### src/rtl/mult_host_sequencer_if.sv
// mult_host_sequencer_if: operand stream, result stream and core start/done bundle.
interface mult_host_sequencer_if #(
  parameter int A_WIDTH = 16,
  parameter int R_WIDTH = 32
);
  logic               in_valid;
  logic               in_ready;
  logic [A_WIDTH-1:0] in_a;
  logic [A_WIDTH-1:0] in_b;
  logic [A_WIDTH-1:0] core_a;
  logic [A_WIDTH-1:0] core_b;
  logic               core_start;
  logic               core_done;
  logic [R_WIDTH-1:0] core_result;
  logic               out_valid;
  logic               out_ready;
  logic [R_WIDTH-1:0] out_result;
  modport master (
    input  in_valid, in_a, in_b, core_done, core_result, out_ready,
    output in_ready, core_a, core_b, core_start, out_valid, out_result
  );
  modport slave (
    output in_valid, in_a, in_b, core_done, core_result, out_ready,
    input  in_ready, core_a, core_b, core_start, out_valid, out_result
  );
endinterface

### src/rtl/mult_host_sequencer.sv
// mult_host_sequencer: host-side start/done initiator for the shift multiplier core.
// Optional WAIT watchdog enabled by defining MULT_SEQ_TIMEOUT_EN.
module mult_host_sequencer #(
  parameter int A_WIDTH = 16,
  parameter int R_WIDTH = 32,
  parameter int TIMEOUT = 64,
  parameter int CNT_W   = 8
) (
  input  logic                 clk,
  input  logic                 rst,
  mult_host_sequencer_if.master bus,
  output logic                 busy,
  output logic [CNT_W-1:0]     op_count,
  output logic                 timeout_err
);
  typedef enum logic [1:0] {IDLE, ISSUE, WAIT, HOLD} state_t;
  state_t state, state_n;
  logic   timed_out;
  if (R_WIDTH < 2 * A_WIDTH || TIMEOUT < 1) begin : g_bad_cfg
    $error("mult_host_sequencer: R_WIDTH must be >= 2*A_WIDTH and TIMEOUT >= 1");
  end
`ifdef MULT_SEQ_TIMEOUT_EN
  localparam int CW = TIMEOUT > 1 ? $clog2(TIMEOUT) : 1;
  logic [CW-1:0] wait_cnt;
  assign timed_out = state == WAIT && !bus.core_done && wait_cnt == CW'(TIMEOUT - 1);
  always_ff @(posedge clk or negedge rst)
    if (!rst) begin
      wait_cnt    <= '0;
      timeout_err <= 1'b0;
    end else begin
      wait_cnt    <= state == WAIT ? wait_cnt + 1'b1 : '0;
      timeout_err <= timeout_err | timed_out;
    end
`else
  assign timed_out   = 1'b0;
  assign timeout_err = 1'b0;
`endif
  always_comb begin
    state_n = state;
    unique case (state)
      IDLE:    state_n = bus.in_valid ? ISSUE : IDLE;
      ISSUE:   state_n = WAIT;
      WAIT:    state_n = bus.core_done || timed_out ? HOLD : WAIT;
      HOLD:    state_n = bus.out_ready ? IDLE : HOLD;
      default: state_n = IDLE;
    endcase
  end
  assign bus.in_ready   = state == IDLE;
  assign bus.core_start = state == ISSUE;
  assign bus.out_valid  = state == HOLD;
  assign busy           = state != IDLE;
  // core_done only counts in WAIT; a timeout delivers a zero product instead
  always_ff @(posedge clk or negedge rst)
    if (!rst) begin
      state          <= IDLE;
      bus.core_a     <= '0;
      bus.core_b     <= '0;
      bus.out_result <= '0;
      op_count       <= '0;
    end else begin
      state <= state_n;
      if (state == IDLE && bus.in_valid) begin
        bus.core_a <= bus.in_a;
        bus.core_b <= bus.in_b;
      end
      if (state == WAIT && bus.core_done) begin
        bus.out_result <= bus.core_result;
        op_count       <= op_count + 1'b1;
      end else if (timed_out) begin
        bus.out_result <= '0;
      end
    end
endmodule

### src/flat_wrapper.sv
// flat-port wrapper written by rule: the top's interface ports become plain ports
module mult_host_sequencer_flat 
#(
  parameter int A_WIDTH = 16,
  parameter int R_WIDTH = 32,
  parameter int TIMEOUT = 64,
  parameter int CNT_W   = 8
)
  (clk, rst, busy, op_count, timeout_err, bus_in_valid, bus_in_a, bus_in_b, bus_core_done, bus_core_result, bus_out_ready, bus_in_ready, bus_core_a, bus_core_b, bus_core_start, bus_out_valid, bus_out_result);
  mult_host_sequencer_if #(.A_WIDTH(A_WIDTH), .R_WIDTH(R_WIDTH)) bus_i ();
  input  logic clk;
  input  logic rst;
  output logic busy;
  output logic [CNT_W-1:0] op_count;
  output logic timeout_err;
  input wire logic [$bits(bus_i.in_valid)-1:0] bus_in_valid;
  input wire logic [$bits(bus_i.in_a)-1:0] bus_in_a;
  input wire logic [$bits(bus_i.in_b)-1:0] bus_in_b;
  input wire logic [$bits(bus_i.core_done)-1:0] bus_core_done;
  input wire logic [$bits(bus_i.core_result)-1:0] bus_core_result;
  input wire logic [$bits(bus_i.out_ready)-1:0] bus_out_ready;
  output wire logic [$bits(bus_i.in_ready)-1:0] bus_in_ready;
  output wire logic [$bits(bus_i.core_a)-1:0] bus_core_a;
  output wire logic [$bits(bus_i.core_b)-1:0] bus_core_b;
  output wire logic [$bits(bus_i.core_start)-1:0] bus_core_start;
  output wire logic [$bits(bus_i.out_valid)-1:0] bus_out_valid;
  output wire logic [$bits(bus_i.out_result)-1:0] bus_out_result;
  assign bus_i.in_valid = bus_in_valid;
  assign bus_i.in_a = bus_in_a;
  assign bus_i.in_b = bus_in_b;
  assign bus_i.core_done = bus_core_done;
  assign bus_i.core_result = bus_core_result;
  assign bus_i.out_ready = bus_out_ready;
  assign bus_in_ready = bus_i.in_ready;
  assign bus_core_a = bus_i.core_a;
  assign bus_core_b = bus_i.core_b;
  assign bus_core_start = bus_i.core_start;
  assign bus_out_valid = bus_i.out_valid;
  assign bus_out_result = bus_i.out_result;
  mult_host_sequencer #(.A_WIDTH(A_WIDTH), .R_WIDTH(R_WIDTH), .TIMEOUT(TIMEOUT), .CNT_W(CNT_W)) u_core (.clk(clk), .rst(rst), .bus(bus_i), .busy(busy), .op_count(op_count), .timeout_err(timeout_err));
endmodule
### config.mk
export PLATFORM = sky130hd
export DESIGN_NAME = mult_host_sequencer_flat
export DESIGN_NICKNAME = d
export VERILOG_FILES = /design/src/rtl/mult_host_sequencer_if.sv /design/src/rtl/mult_host_sequencer.sv /design/src/flat_wrapper.sv
export SDC_FILE = /design/constraint.sdc
export NUM_CORES = 1
export LEC_CHECK = 0
export CORE_UTILIZATION = 30
export CTS_BUF_LIST = sky130_fd_sc_hd__clkbuf_8 sky130_fd_sc_hd__clkbuf_16
export DETAILED_ROUTE_END_ITERATION = 12
export SYNTH_ARGS = -nofsm -noshare
export SYNTH_HDL_FRONTEND = slang
export SYNTH_SLANG_ARGS = --single-unit
### constraint.sdc
create_clock -name clk -period 2.3 [get_ports clk]
set_clock_uncertainty 0.15 [all_clocks]
set_input_delay 0.345 -clock clk [delete_from_list [all_inputs] [get_ports clk]]
set_output_delay 0.345 -clock clk [all_outputs]
set_load 0.02 [all_outputs]
# Word-level counts from Yosys, hierarchy flattened

Cells that the tools add are included.

Flip-flop bits (word level): 74
Bits in latches: 0
Memory bits (writable): 0
Bits in read-only memories: 0
Bits of input ports: 69
Output and inout bits: 77
Word-level logic and storage cells: 17
Memories: 0

Add/subtract/negate cells: 1
Multiply operators: 0
Div/mod/pow operators: 0
Magnitude comparators: 0
Eq/ne operators: 3
Shift operators: 0
Mux-type cells: 4
Bitwise gates (word level): 0
Reductions and logical operators: 4

Operator list:

| cell                                           | count |
|---|---|
| adder 8 x 1 -> 8 bit (second input constant)   | 1 |
| case mux 2 bit (4 select lines)                | 1 |
| == test 2 bit (second input constant)          | 2 |
| == test 2 x 1 -> 1 bit (second input constant) | 1 |
| logical AND 1 bit                              | 2 |
| zero test 2 bit                                | 1 |
| two-way mux 1 bit                              | 2 |
| two-way mux 2 bit                              | 1 |
| nonzero test 2 bit                             | 1 |

# Longest topological paths before layout

Gate-level depths: netlist of the first run.

Depth after elaboration: 2
Gate-level depth with buffers: 5
Gate-level depth less buffers: 3

# Least setup slack after synthesis of the first run

Ideal clock, no wire load.

Path type: register to register
Start point: register u_core.state[1]
End point: register u_core.bus.core_a[10]
Library setup time: 0.125 ns
Arrival: 1.427 ns
Required time: 2.025 ns
Path slack: 0.598 ns
Stages on the path, launching flop included: 6
Path buffers: 2
Clock period less this slack: 1.702 ns
Cells stage by stage: dfrtp_1 > nor2_2 > and2_4 > buf_6 > buf_12 > mux2_4

Longest elaborated chain between the ends: 2

RTL lines:

| item                   | line                         | source |
|---|---|---|
| start, declared        | mult_host_sequencer.sv:17    | `state_t state, state_n;` |
| start signal, assigned | mult_host_sequencer.sv:61    | `state <= state_n;` |
| zero test 2 bit        | --                           |  |
| named net bus_in_ready | flat_wrapper.sv:22           | `output wire logic [$bits(bus_i.in_ready)-1:0] bus_in_ready;` |
| logical AND 1 bit      | mult_host_sequencer.sv:62    | `if (state == IDLE && bus.in_valid) begin` |
| end signal, assigned   | mult_host_sequencer.sv:63    | `bus.core_a <= bus.in_a;` |
| end, declared          | mult_host_sequencer_if.sv:20 | `output in_ready, core_a, core_b, core_start, out_valid, out_result` |

The timed path passes the listed nets, and every way through them passes these cells.
A chain may end at the register's enable or synchronous reset.

# Worst setup path after layout of the first run

Start point: register u_core.state[1]
End point: output port bus_in_ready

Longest elaborated chain between the ends: 1

RTL lines:

| item            | line                      | source |
|---|---|---|
| zero test 2 bit | mult_host_sequencer.sv:48 | `assign bus.in_ready = state == IDLE;` |
| end, declared   | flat_wrapper.sv:22        |  |

No other way between the ends.

==> results of run 1 <==
## layer usage
metal / vias up / GRT usage (%) / wire length, um
li1: 1078 / - / -
met1: 1024 / 18.73 / 3253
met2: 92 / 19.05 / 2953
met3: 2 / 5.882 / 646
met4: 0 / 3.626 / 19
met5: - / 0 / 0
## power by group
group | switching [uW] | internal (uW) | leakage, uW
sequential | 388 | 1920 | 0.000904
combinational | 1580 | 1820 | 0.00119
clock | 468 | 777 | 0.000127
## registers in the layout, summed over array words and instances, names as in the netlist
signal / flops
u_core.bus.core_a: 16
u_core.op_count: 8
u_core.state: 2
u_core.bus.out_result: 32
u_core.bus.core_b: 16
## cell families after synthesis
group,Yosys count
AO/OA/AOI/OAI,2
XOR/XNOR,7
adder cells (fa/ha/maj),1
buffers and inverters,15
flip-flops,74
multiplexers,32
other,1
AND/OR/NAND/NOR,115
## worst max-delay path by stage
stage                       endpoint  cells past startpoint  slack (ns)
2_1_floorplan  u_core.bus.core_a[10]                      5        0.60
3_3_place_gp    u_core.bus.core_a[0]                      4        0.39
3_5_place_dp    u_core.bus.core_a[0]                      4        0.38
4_1_cts                 bus_in_ready                      2        0.18
5_1_grt                 bus_in_ready                      2         0.1
6_report                bus_in_ready                      2        0.21
## cells in the mapped netlist (all sizes together) (2+ instances only)
library cell    n  area [um^2]
and2            2        16.27
buf            13        118.9
dfrtp          74         1852
inv             2        7.510
mux2           32        469.2
nand2         101        379.1
nand4           3        18.77
nor2            2        10.01
nor3            2        10.01
xnor2           4        35.03
xor2            3        26.28
## through the flow
| step | instances | cell area, um^2 |
|---|---|---|
| 2_1_floorplan | 247 | 3010 |
| 3_3_place_gp | 517 | 4579 |
| 3_5_place_dp | 517 | 4579 |
| 4_1_cts | 534 | 4842 |
| 5_1_grt | 534 | 4842 |
| 6_report | 534 | 4842 |
## what timing repair did
action / in CTS / in global routing
hold buffers: 1 / 0
setup buffers: 0 / 0
endpoints found under the hold margin: 35 / 0
setup endpoints to repair: 0 / 0
## cell type report
cell class,instances,area share (%)
repair buffers,151,31.63
multi-input cells,158,21.32
clock inverters,5,2.093
clock buffers,11,3.127
well taps,133,3.437
flip-flops and latches,74,38.24
inverters,2,0.1550
## worst max-delay path: stages, from the launching register on
cell	delay (ns)
dfrtp_1	0.43
nor2_2	0.20
clkdlybuf4s50_1	0.64
==> results by group, run 1 <==
Clock tree
  • TritonCTS buffer count: 9
  • H-tree Lvls: 3
  • Worst-path clk slew: 0.08 ns
  • Sink Count: between 70 and 80
  • PostCTS Resize Cnt: 0
  • CTS tree: yes
  • Latest clock arrival within the worst-skew pair: roughly 0.33 ns
  • CTS root buf: clkbuf_8
  • CTS Buffer Depth: 2

Synthesis
  • Syn Nets: 317
  • Largest family of logic cells by synthesized area: simple AND/OR/NAND/NOR gates
  • Adder-cell area share of the yosys netlist: 0.4156%
  • Post-synth EDFFs: 0
  • Async set or reset register ratio after synthesis: 100.0%
  • Synth unique cells: 26
  • Post-synthesis compound-gate area fraction: 0.4572%
  • Mux share of post-synthesis cell area: 15.59%
  • Synthesized cell area: 3010 um^2
  • Synth Instances: 247
  • Register bit total from synthesis: 74
  • Ys Warns: 0
  • Simple-gate area share of the yosys netlist: 15.67%
  • Main synth FF type: dfrtp_1
  • Post-synthesis sequential area ratio: roughly 60%
  • XOR/XNOR Fraction of Synth Area: between 2 and 2.5%
  • Syn avg cell area: between 10 and 15 um^2

Critical path
  • Worst setup path startpoint: u_core.state[1]
  • R2R depth: 4
  • Critical path arrival: 1.59 ns
  • Internal reg-to-reg setup slack: 0.53 ns
  • Critical Path Fanout Max: 5
  • WP data required: approximately 1.8 ns
  • Crit path capture type: primary output
  • Setup crit start kind: flip-flop
  • Worst r2r dst: u_core.bus.core_a[4]
  • Worst reg2reg startpoint: u_core.state[1]
  • Crit path kind: flip-flop to primary output

Timing
  • Minimum clock period: 2.088 ns
  • Final setup violation count: 0
  • Fmax: around 480 MHz
  • Setup TNS: 0 ns
  • Endpoints failing hold: 0
  • Worst hold slack: ~0.32 ns
  • Max-slew violation count: 0
  • Final Cycle Share: 90.78%
  • RSZ-0062 raised after global routing: no
  • Final WS setup: 0.2120 ns

Global route
  • Remaining Overflow, GRT: 0
  • Largest net degree at the start of global routing: 40
  • Initial antenna violation count: 0
  • Vias in the first global route: 2193
  • Overall Global Routing Usage: 13.47%
  • Global-route wire length before repair: between 10000 and 15000 um

Die
  • Die Height: 102.2 um
  • Site Rows: 36
  • Die width: 102.2 um
  • Initial Util: 30.94%
  • Core area: 9729 um^2
  • Die ar.: 10440 um^2
  • I/O pin count: around 150

Routing
  • WL final: 6872 um
  • Via density: 4.112
  • DR WL/cell: 12.87 um
  • 1st-pass router iterations: 4
  • Via count: about 2200
  • Residual DRC count: 0
  • Antenna Nets Post-Route: 0
  • Starting DRC count in detailed routing: 40

Worst hold path
  • Hold Path Cell Cnt: 1
  • Worst Hold Class: flip-flop to flip-flop
  • WHS Endpoint: u_core.op_count[7]
  • Hold_sp: u_core.op_count[7]

Power and ir drop
  • Maximum vdd drop: 0.6467 mV
  • Leak: 0.002222 uW
  • Overall Power: roughly 7000 uW
  • PwrDens: between 1000 and 1500 nW/um^2

Layout
  • Nets: 466
  • FF+latch area: between 1500 and 2000 um^2
  • Fraction of layout instances using a drive strength above 1: between 10% and 20%
  • Util after Layout: 49.77%
  • Fillers: a little over 900
  • Most frequent cells in the layout: 143 x clkdlybuf4s50_1, 101 x nand2_1, 74 x dfrtp_1, 29 x mux2_4, 11 x clkbuf_8
  • Most common cell after layout, fill and taps aside: clkdlybuf4s50_1
  • Multi-input combinational cell area: 1032 um^2
  • N_diodes: 0
  • Syn-to-layout area delta: 60.85%

Place
  • PortBufs: 144
  • Dpl hpwl: 4867 um
  • Pre-CTS setup slack: between 0.3 and 0.4 ns
  • Gp weighted congestion: 0.7116

Outcome
  • Status: complete, no violations

Run
  • Max-Cap Viols: 0
(Power assumes the default switching activity.)
==> run 2, diff against run 1 <==
--- a/config.mk
+++ b/config.mk
@@ -8,6 +8,7 @@
 export CORE_UTILIZATION = 30
 export CTS_BUF_LIST = sky130_fd_sc_hd__clkbuf_8 sky130_fd_sc_hd__clkbuf_16
 export DETAILED_ROUTE_END_ITERATION = 12
+export SLEW_MARGIN = 5
 export SYNTH_ARGS = -nofsm -noshare
 export SYNTH_HDL_FRONTEND = slang
 export SYNTH_SLANG_ARGS = --single-unit
==> results of run 2 <==
Same layout as run 1: the final DEF is identical, and so are final timing and power.
